**src/rtl/minimig_sram_pkg.sv**
```systemverilog
// Shared types and defaults for the Minimig SRAM responder.
package minimig_sram_pkg;

    localparam int AW_DEF = 22;
    localparam int DW_DEF = 16;
    localparam int BE_W   = 2;

    typedef enum logic [1:0] {
        IDLE = 2'd0,
        RD   = 2'd1,
        WR   = 2'd2,
        DONE = 2'd3
    } state_t;

endpackage

```
**src/rtl/minimig_sram_access_detect.sv**
```systemverilog
// Registers the bridge strobes and detects the start of a new access.
// The captured address/type/data/byte-enables double as the backing-memory
// request fields.
// They only update on an accepted start, so they remain stable while a
// request is outstanding.
module minimig_sram_access_detect
    import minimig_sram_pkg::*;
#(
    parameter int AW = AW_DEF,
    parameter int DW = DW_DEF
) (
    input  logic            clk,
    input  logic            _reset,
    input  logic            _bhe,
    input  logic            _ble,
    input  logic            _we,
    input  logic            _oe,
    input  logic [AW-1:0]   address,
    input  logic [DW-1:0]   data,
    input  logic            accept,
    output logic            access,
    output logic            start,
    output logic            is_write,
    output logic [AW-1:0]   cur_addr,
    output logic [AW-1:0]   cap_addr,
    output logic            cap_we,
    output logic [DW-1:0]   cap_data,
    output logic [BE_W-1:0] cap_be
);

    logic          bhe_r, ble_r, we_r, oe_r;
    logic [AW-1:0] addr_r;
    logic [DW-1:0] data_r;
    logic          prev_access;
    logic          wr_now, rd_now;

    // Write wins when both _we and _oe are low.
    assign wr_now   = ~we_r & (~bhe_r | ~ble_r);
    assign rd_now   = ~oe_r & we_r;
    assign access   = wr_now | rd_now;
    assign is_write = wr_now;
    assign cur_addr = addr_r;
    assign start    = access & (~prev_access | (addr_r != cap_addr) | (wr_now != cap_we));

    // One-cycle registration of the bridge pins and of the previous access flag.
    always_ff @(posedge clk or negedge _reset) begin
        if (!_reset) begin
            bhe_r       <= 1'b1;
            ble_r       <= 1'b1;
            we_r        <= 1'b1;
            oe_r        <= 1'b1;
            addr_r      <= '0;
            data_r      <= '0;
            prev_access <= 1'b0;
        end else begin
            bhe_r       <= _bhe;
            ble_r       <= _ble;
            we_r        <= _we;
            oe_r        <= _oe;
            addr_r      <= address;
            data_r      <= data;
            prev_access <= access;
        end
    end

    // Capture the access fields only when the FSM is able to take a start.
    always_ff @(posedge clk or negedge _reset) begin
        if (!_reset) begin
            cap_addr <= '0;
            cap_we   <= 1'b0;
            cap_data <= '0;
            cap_be   <= '0;
        end else if (start && accept) begin
            cap_addr <= addr_r;
            cap_we   <= wr_now;
            cap_data <= data_r;
            cap_be   <= wr_now ? {~bhe_r, ~ble_r} : {BE_W{1'b1}};
        end
    end

endmodule

```
**src/rtl/minimig_sram_responder.sv**
```systemverilog
// SRAM-style bridge responder that turns strobe accesses into single
// backing-memory requests.
// Optional one-entry read-hit register: define MINIMIG_SRAM_RESP_RDCACHE_EN.
module minimig_sram_responder
    import minimig_sram_pkg::*;
#(
    parameter int AW = AW_DEF,
    parameter int DW = DW_DEF
) (
    input  logic            clk,
    input  logic            _reset,
    input  logic            _bhe,
    input  logic            _ble,
    input  logic            _we,
    input  logic            _oe,
    input  logic [AW-1:0]   address,
    input  logic [DW-1:0]   data,
    output logic [DW-1:0]   ramdata_out,
    output logic            mem_req,
    output logic            mem_we,
    output logic [AW-1:0]   mem_addr,
    output logic [DW-1:0]   mem_wdata,
    output logic [BE_W-1:0] mem_be,
    input  logic            mem_ack,
    input  logic [DW-1:0]   mem_rdata,
    output logic            busy
);

    state_t        state, state_nx;
    logic          access, start, is_write, accept, hit;
    logic [AW-1:0] cur_addr;

    minimig_sram_access_detect #(.AW(AW), .DW(DW)) u_detect (
        .clk      (clk),
        ._reset   (_reset),
        ._bhe     (_bhe),
        ._ble     (_ble),
        ._we      (_we),
        ._oe      (_oe),
        .address  (address),
        .data     (data),
        .accept   (accept),
        .access   (access),
        .start    (start),
        .is_write (is_write),
        .cur_addr (cur_addr),
        .cap_addr (mem_addr),
        .cap_we   (mem_we),
        .cap_data (mem_wdata),
        .cap_be   (mem_be)
    );

    // Starts are only taken outside an outstanding request.
    assign accept  = (state == IDLE) || (state == DONE);
    assign busy    = (state == RD) || (state == WR);
    assign mem_req = busy;

`ifdef MINIMIG_SRAM_RESP_RDCACHE_EN
    logic          tag_vld;
    logic [AW-1:0] tag;

    // Remember the last address read from memory; any write completion invalidates.
    always_ff @(posedge clk or negedge _reset) begin
        if (!_reset) begin
            tag_vld <= 1'b0;
            tag     <= '0;
        end else if (state == RD && mem_ack) begin
            tag_vld <= 1'b1;
            tag     <= mem_addr;
        end else if (state == WR && mem_ack) begin
            tag_vld <= 1'b0;
        end
    end

    assign hit = tag_vld && (tag == cur_addr);
`else
    logic unused_cur_addr;
    assign unused_cur_addr = ^cur_addr;
    assign hit = 1'b0;
`endif

    // State register.
    always_ff @(posedge clk or negedge _reset) begin
        if (!_reset) state <= IDLE;
        else         state <= state_nx;
    end

    // Next state: acks only matter in RD/WR; read hits skip memory.
    always_comb begin
        state_nx = state;
        case (state)
            IDLE, DONE: begin
                if (start)
                    state_nx = is_write ? WR : (hit ? DONE : RD);
                else if (state == DONE && !access)
                    state_nx = IDLE;
            end
            RD, WR: begin
                if (mem_ack) state_nx = DONE;
            end
            default: state_nx = IDLE;
        endcase
    end

    // Read data holds until the next read completion.
    always_ff @(posedge clk or negedge _reset) begin
        if (!_reset)                    ramdata_out <= '0;
        else if (state == RD && mem_ack) ramdata_out <= mem_rdata;
    end

endmodule

```
**config.mk**
```make
export PLATFORM = sky130hd
export DESIGN_NAME = minimig_sram_responder
export DESIGN_NICKNAME = d
export VERILOG_FILES = /design/src/rtl/minimig_sram_pkg.sv /design/src/rtl/minimig_sram_access_detect.sv /design/src/rtl/minimig_sram_responder.sv
export SDC_FILE = /design/constraint.sdc
export NUM_CORES = 1
export LEC_CHECK = 0
export BUFFER_PORTS_ARGS = -buffer_cell sky130_fd_sc_hd__clkbuf_2
export CORE_UTILIZATION = 50
export DETAILED_ROUTE_END_ITERATION = 10
export HOLD_SLACK_MARGIN = 0.05
export PLACE_DENSITY = 0.91
export SYNTH_ARGS = -nofsm -noshare
export SYNTH_HDL_FRONTEND = slang
export SYNTH_SLANG_ARGS = --single-unit
```
**constraint.sdc**
```tcl
create_clock -name clk -period 2.5 [get_ports clk]
set_input_delay 0 -clock clk [delete_from_list [all_inputs] [get_ports clk]]
set_output_delay 0 -clock clk [all_outputs]
set_load 0.005 [all_outputs]
```
### Yosys cells after proc, flatten, opt, wreduce, memory -nomap -nowiden

Index checks and enable logic that the tools add are counted.

| storage, ports and cells | value |
|---|---|
| flip-flop bits (word level) | 102 |
| latch bits | 0 |
| RAM bits | 0 |
| bits in read-only memories | 0 |
| output and inout port bits | 59 |
| logic and storage cells | 48 |
| memories | 0 |

| cells by class | value |
|---|---|
| add/subtract/negate cells | 0 |
| multiply operators | 0 |
| div/mod/pow operators | 0 |
| order comparisons | 0 |
| eq/ne operators | 7 |
| shift-type cells | 0 |
| multiplexer cells | 6 |
| bitwise gates (word level) | 12 |
| reduce and logical (&&, ||, !) cells | 10 |

Operators with widths:

| kind | number |
|---|---|
| $ne 22x22->1 | 1 |
| $mux 2 | 5 |
| $not 1->1 | 5 |
| $eq 2x2->1 const B | 2 |
| $or 1x1->1 | 4 |
| $pmux 2 s2 | 1 |
| $reduce_or 2->1 | 2 |
| $and 1x1->1 | 3 |
| $logic_and 1x1->1 | 3 |
| $ne 3x2->1 const B | 1 |
| $eq 2x1->1 const B | 1 |
| $logic_not 2->1 | 1 |
| $logic_or 1x1->1 | 2 |
| $ne 2x2->1 const B | 1 |
| $reduce_and 2->1 | 1 |
| $logic_not 1->1 | 1 |
| $ne 1x1->1 | 1 |

### Longest topological paths before layout

| logic depth | value |
|---|---|
| word-level depth | 9 |
| mapped depth | 7 |
| depth with buffers taken out | 6 |

### Cells and area by module

A second synthesis with hierarchy kept.

| second synthesis, totals | value |
|---|---|
| cell total of the unflattened synthesis | 226 |
| area, all modules | 3783.6 µm² |

Modules (own cells, without submodules):

| module | instances | cells an instance | area an instance (µm²) |
|---|---|---|---|
| minimig_sram_access_detect | 1 | 176 | 2990.4 |
| minimig_sram_responder | 1 | 50 | 793.3 |

### Worst setup path before layout

No wires, ideal clock.

| timing path | value |
|---|---|
| path type | reg2reg |
| from | register u_detect.cap_addr[8] |
| to | register u_detect.cap_addr[18] |
| arrival time | 2.123 ns |
| required time | 2.375 ns |
| path slack | 0.252 ns |
| cell stages (with the launch flop) | 8 |
| path buffers | 1 |
| clock period less this slack | 2.248 ns |
| cell sequence | dfrtp_1 > xnor2_1 > nand4_1 > or4_4 > nor4_4 > nor2_2 > buf_6 > mux2_4 |

| on the way | value |
|---|---|
| cells in the longest elaborated chain, start to end | 5 |

Ends and longest elaborated chain:

| what | line | RTL |
|---|---|---|
| from (decl) | minimig_sram_access_detect.sv:25 | `output logic [AW-1:0] cap_addr,` |
| from (signal assigned) | minimig_sram_access_detect.sv:74 | `cap_addr <= addr_r;` |
| $ne 22x22->1 | minimig_sram_access_detect.sv:43 | `assign start = access & (~prev_access \| (addr_r != cap_addr) \| (wr_now != cap_we));` |
| $or 1x1->1 (2 in series) | minimig_sram_access_detect.sv:43 |  |
| $and 1x1->1 | minimig_sram_access_detect.sv:43 |  |
| $logic_and 1x1->1 | minimig_sram_access_detect.sv:73 | `end else if (start && accept) begin` |

No other way between the ends.
A chain may end at the register's enable or synchronous reset.

### Worst setup path after layout

| timing path | value |
|---|---|
| from | register u_detect.cap_addr[14] |
| to | register u_detect.cap_data[5] |

| on the way | value |
|---|---|
| cells in the longest elaborated chain, start to end | 5 |

Ends and longest elaborated chain:

| what | line | RTL |
|---|---|---|
| $ne 22x22->1 | minimig_sram_access_detect.sv:43 |  |
| $or 1x1->1 (2 in series) | minimig_sram_access_detect.sv:43 |  |
| $and 1x1->1 | minimig_sram_access_detect.sv:43 |  |
| $logic_and 1x1->1 | minimig_sram_access_detect.sv:73 |  |
| to (signal assigned) | minimig_sram_access_detect.sv:76 | `cap_data <= data_r;` |
| to (decl) | minimig_sram_access_detect.sv:27 | `output logic [DW-1:0] cap_data,` |

No other way between the ends.

==> impl_metrics.py <==
metrics = {
    "outcome": {
        "status": "finished clean",
    },
    "global_routing": {
        "gr-total-overflow": 0,
        "grt_max_degree": 54,
        "grt_pass1_vias": 2642,
        "grt_pass1_wl_mm": 12.3,
        "track_usage_pct": 21.4,
        "antenna_found_initial": 0,
    },
    "clock_network": {
        "clk_pin_slew_worst_paths_ns": 0.09,
        "cts_made_buffers": 9,
        "cts_buffer_depth": 2,
        "post-cts-setup-buffers": 0,
        "clock_sinks": 102,
        "cts_tree": "built",
        "cts_root_buffer": "clkbuf_8",
        "cts_max_level": 3,
        "insertion_delay_ns": 0.36,
    },
    "floorplanning": {
        "dieWidth_um": 88.9,
        "core_um2": 7290,
        "ios": 120,
        "start_util_pct": 51.7,
        "num_rows": 31,
        "die_h_um": 88.9,
        "die-area_um2": 7900,
    },
    "layout": {
        "fin_nets": 469,
        "instances_no_fill": 509,
        "fillers": 496,
        "layout-drive-gt1-share_pct": 48.8,
        "syn2layout_area_growth_pct": 40.1,
        "final_area_um2": 5290,
        "num_antenna_cells": 0,
    },
    "yosys": {
        "yosys.area.top_type": "dfrtp_1",
        "synth_common_cells": "dfrtp_1 (98), mux2_4 (33), xnor2_1 (22), mux2_2 (21)",
        "synthTopCellsByArea": "dfrtp_1 (65%), mux2_4 (13%), mux2_2 (6.3%)",
        "syn_nets": 282,
        "synth-seq-cells": 102,
        "yosys.area.top_type_share_pct": 65.0,
        "synth.most_common_cell": "dfrtp_1",
        "synth_area_per_cell_um2": 17.2,
        "synthArstFlopShare_pct": 100,
        "synth.distinct_cells": 26,
        "netlist_instances": 219,
        "synth-edff-count": 0,
        "yosys_warnings": 0,
        "synth-seq-area-share_pct": 67.8,
        "synth_area_um2": 3770,
        "synthFlopType": "dfrtp_1",
    },
    "sta": {
        "rsz0062_at_grt": "false",
        "period_needed_ns": 2.28,
        "slew_headroom_pct": 56.5,
        "tightest_slew_ns": 0.651,
        "fin_skew_ns": 0.0152,
        "fin_crit_sh_pct": 91.1,
        "finalSetupViolations": 0,
        "maxSlewViolCount": 0,
        "clock.fmax_mhz": 439,
        "tns_ns": 0,
        "hold_viol": 0,
    },
    "worst_setup_path": {
        "crit_path_max_fanout": 20,
        "critPathLaunchType": "register",
        "critPathRequiredTime_ns": 2.74,
        "crit_type": "register to register",
        "cp-end-kind": "register",
        "worstPathArrival_ns": 2.52,
    },
    "place": {
        "placed_cell_area_um2": 4510,
        "io_buffers": 119,
        "routabilityCongestion": 0.733,
        "dpl.cell_count": 435,
        "place_hpwl_mm": 5.04,
    },
    "detailed_routing": {
        "drt-met1-wl_mm": 3.27,
        "highest_layer": "met4",
        "ant_nets": 0,
        "vias": 2445,
        "drt_iter0_drc": 78,
        "post_drt_wl_per_cell_um": 15.9,
        "wirelength_mm": 8.07,
        "vias_per_cell": 4.80,
        "drc": 0,
        "drt_first_pass_iters": 4,
        "wl_met2_mm": 4.32,
        "wl_met3_um": 329,
    },
    "pwr": {
        "ir_worst_vdd_mv": 0.554,
        "cellPowerDensity_nw_per_um2": 1140,
        "p_leak_nw": 2.53,
    },
    "hold_path": {
        "hold_class": "input port to register",
    },
    "run": {
        "maxCapViolations": 0,
    },
}
[worst max-delay path, cell delays in order, from the launching register on]
cell and delay (ns):
dfrtp_1 0.42, xnor2_1 0.21, nand4_1 0.19, or4_4 0.54
nor4_4 0.22, nor2_4 0.10, buf_12 0.18, mux2_4 0.31
[worst paths after layout]
kind	startpoint	slack, ns	depth (start not counted)	to
min in group asynchronous	_reset	0.18	2	u_detect.cap_addr[17]$_DFFE_PN0P_
worst max-delay path	u_detect.cap_addr[14]$_DFFE_PN0P_	0.22	7	u_detect.cap_data[5]$_DFFE_PN0P_
max in group asynchronous	_reset	1.57	3	u_detect.ble_r$_DFF_PN1_
worst min register to register	u_detect.data_r[12]$_DFF_PN0_	0.49	1	u_detect.cap_data[12]$_DFFE_PN0P_
worst max register to register	u_detect.cap_addr[14]$_DFFE_PN0P_	0.22	7	u_detect.cap_data[5]$_DFFE_PN0P_
worst min-delay path	mem_ack	0.12	4	state[0]$_DFFE_PN0P_
[per-stage QoR]
| step | hold WS [ns] | power [mW] | setup slack, ns | utilization, % |
|---|---|---|---|---|
| global route | 0.116 | 6.37 | 0.121 | 72.5 |
| finish | 0.115 | 6.01 | 0.223 | 72.5 |
| detailed placement | 0.0547 | 4.99 | 0.0851 | 61.9 |
| CTS | 0.0848 | 6.02 | 0.0815 | 72.3 |
| global placement | 0.0514 | 4.86 | 0.169 | 61.9 |
| floorplan | -0.296 | 4.13 | 0.252 | - |
[routing by layer]
layer	global-route usage (%)	vias up
li1	-	1120
met2	37.8	78
met3	5.22	15
met5	0	-
met1	25.0	1232
met4	9.09	0
[logic make-up (layout without fill, tap and decap cells)]
kind of cell               Yosys count  after routing  synth area share (%)
DFF                                102            102                  67.8
and+or+nand+nor                     19             19                  3.18
adders and majority gates            2              2                 0.663
AOI/OAI and AO/OA                    9              9                  1.72
buffers and inverters               10            201                  1.89
xor gates and xnor gates            23             23                  5.34
muxes                               54             54                  19.4
[flip-flops by register name, indices dropped and copies added, names as in the netlist, 2 cells and up]
name and flops:
state 2, u_detect.data_r 16, ramdata_out 16, u_detect.cur_addr 22, u_detect.cap_data 16, u_detect.cap_be 2, u_detect.cap_addr 22
[repair_timing]
| action | 4_1_cts | 5_1_grt |
|---|---|---|
| setup endpoints to repair | 0 | 21 |
| endpoints found under the hold margin | 107 | 0 |
| hold buffers | 59 | 0 |
| resized for setup | 0 | 2 |
[area by class of cell]
type                            instances  area, um2  share of cell area (%)
Sequential cell                       102       2560                    48.4
Tap cell                               99        124                    2.34
Multi-Input combinational cell        107       1160                    21.9
Clock inverter                          4       32.5                   0.615
Timing Repair Buffer                  182       1260                    23.8
Inverter                                4       15.0                   0.284
Clock buffer                           11        141                    2.67
[cell usage in the layout (no fill, tap or decap), types with 2 or more instances in the layout]
master,instances
clkinvlp_4,2
inv_1,4
nor2_1,2
xnor2_1,22
dlygate4sd3_1,59
buf_4,2
a21oi_1,2
buf_12,3
dfrtp_1,98
nand2_1,5
dfstp_2,4
clkbuf_8,10
mux2_4,33
clkbuf_2,118
o21ai_0,2
ha_1,2
a2bb2oi_1,2
mux2_2,21
nand4_1,5
[where the power goes]
| group | switching [mW] | total (mW) | internal (mW) |
|---|---|---|---|
| sequential | 0.403 | 2.59 | 2.19 |
| combinational | 0.976 | 2.49 | 1.51 |
| clock | 0.546 | 0.936 | 0.390 |
No activity file was read; power rests on OpenSTA's default activity.
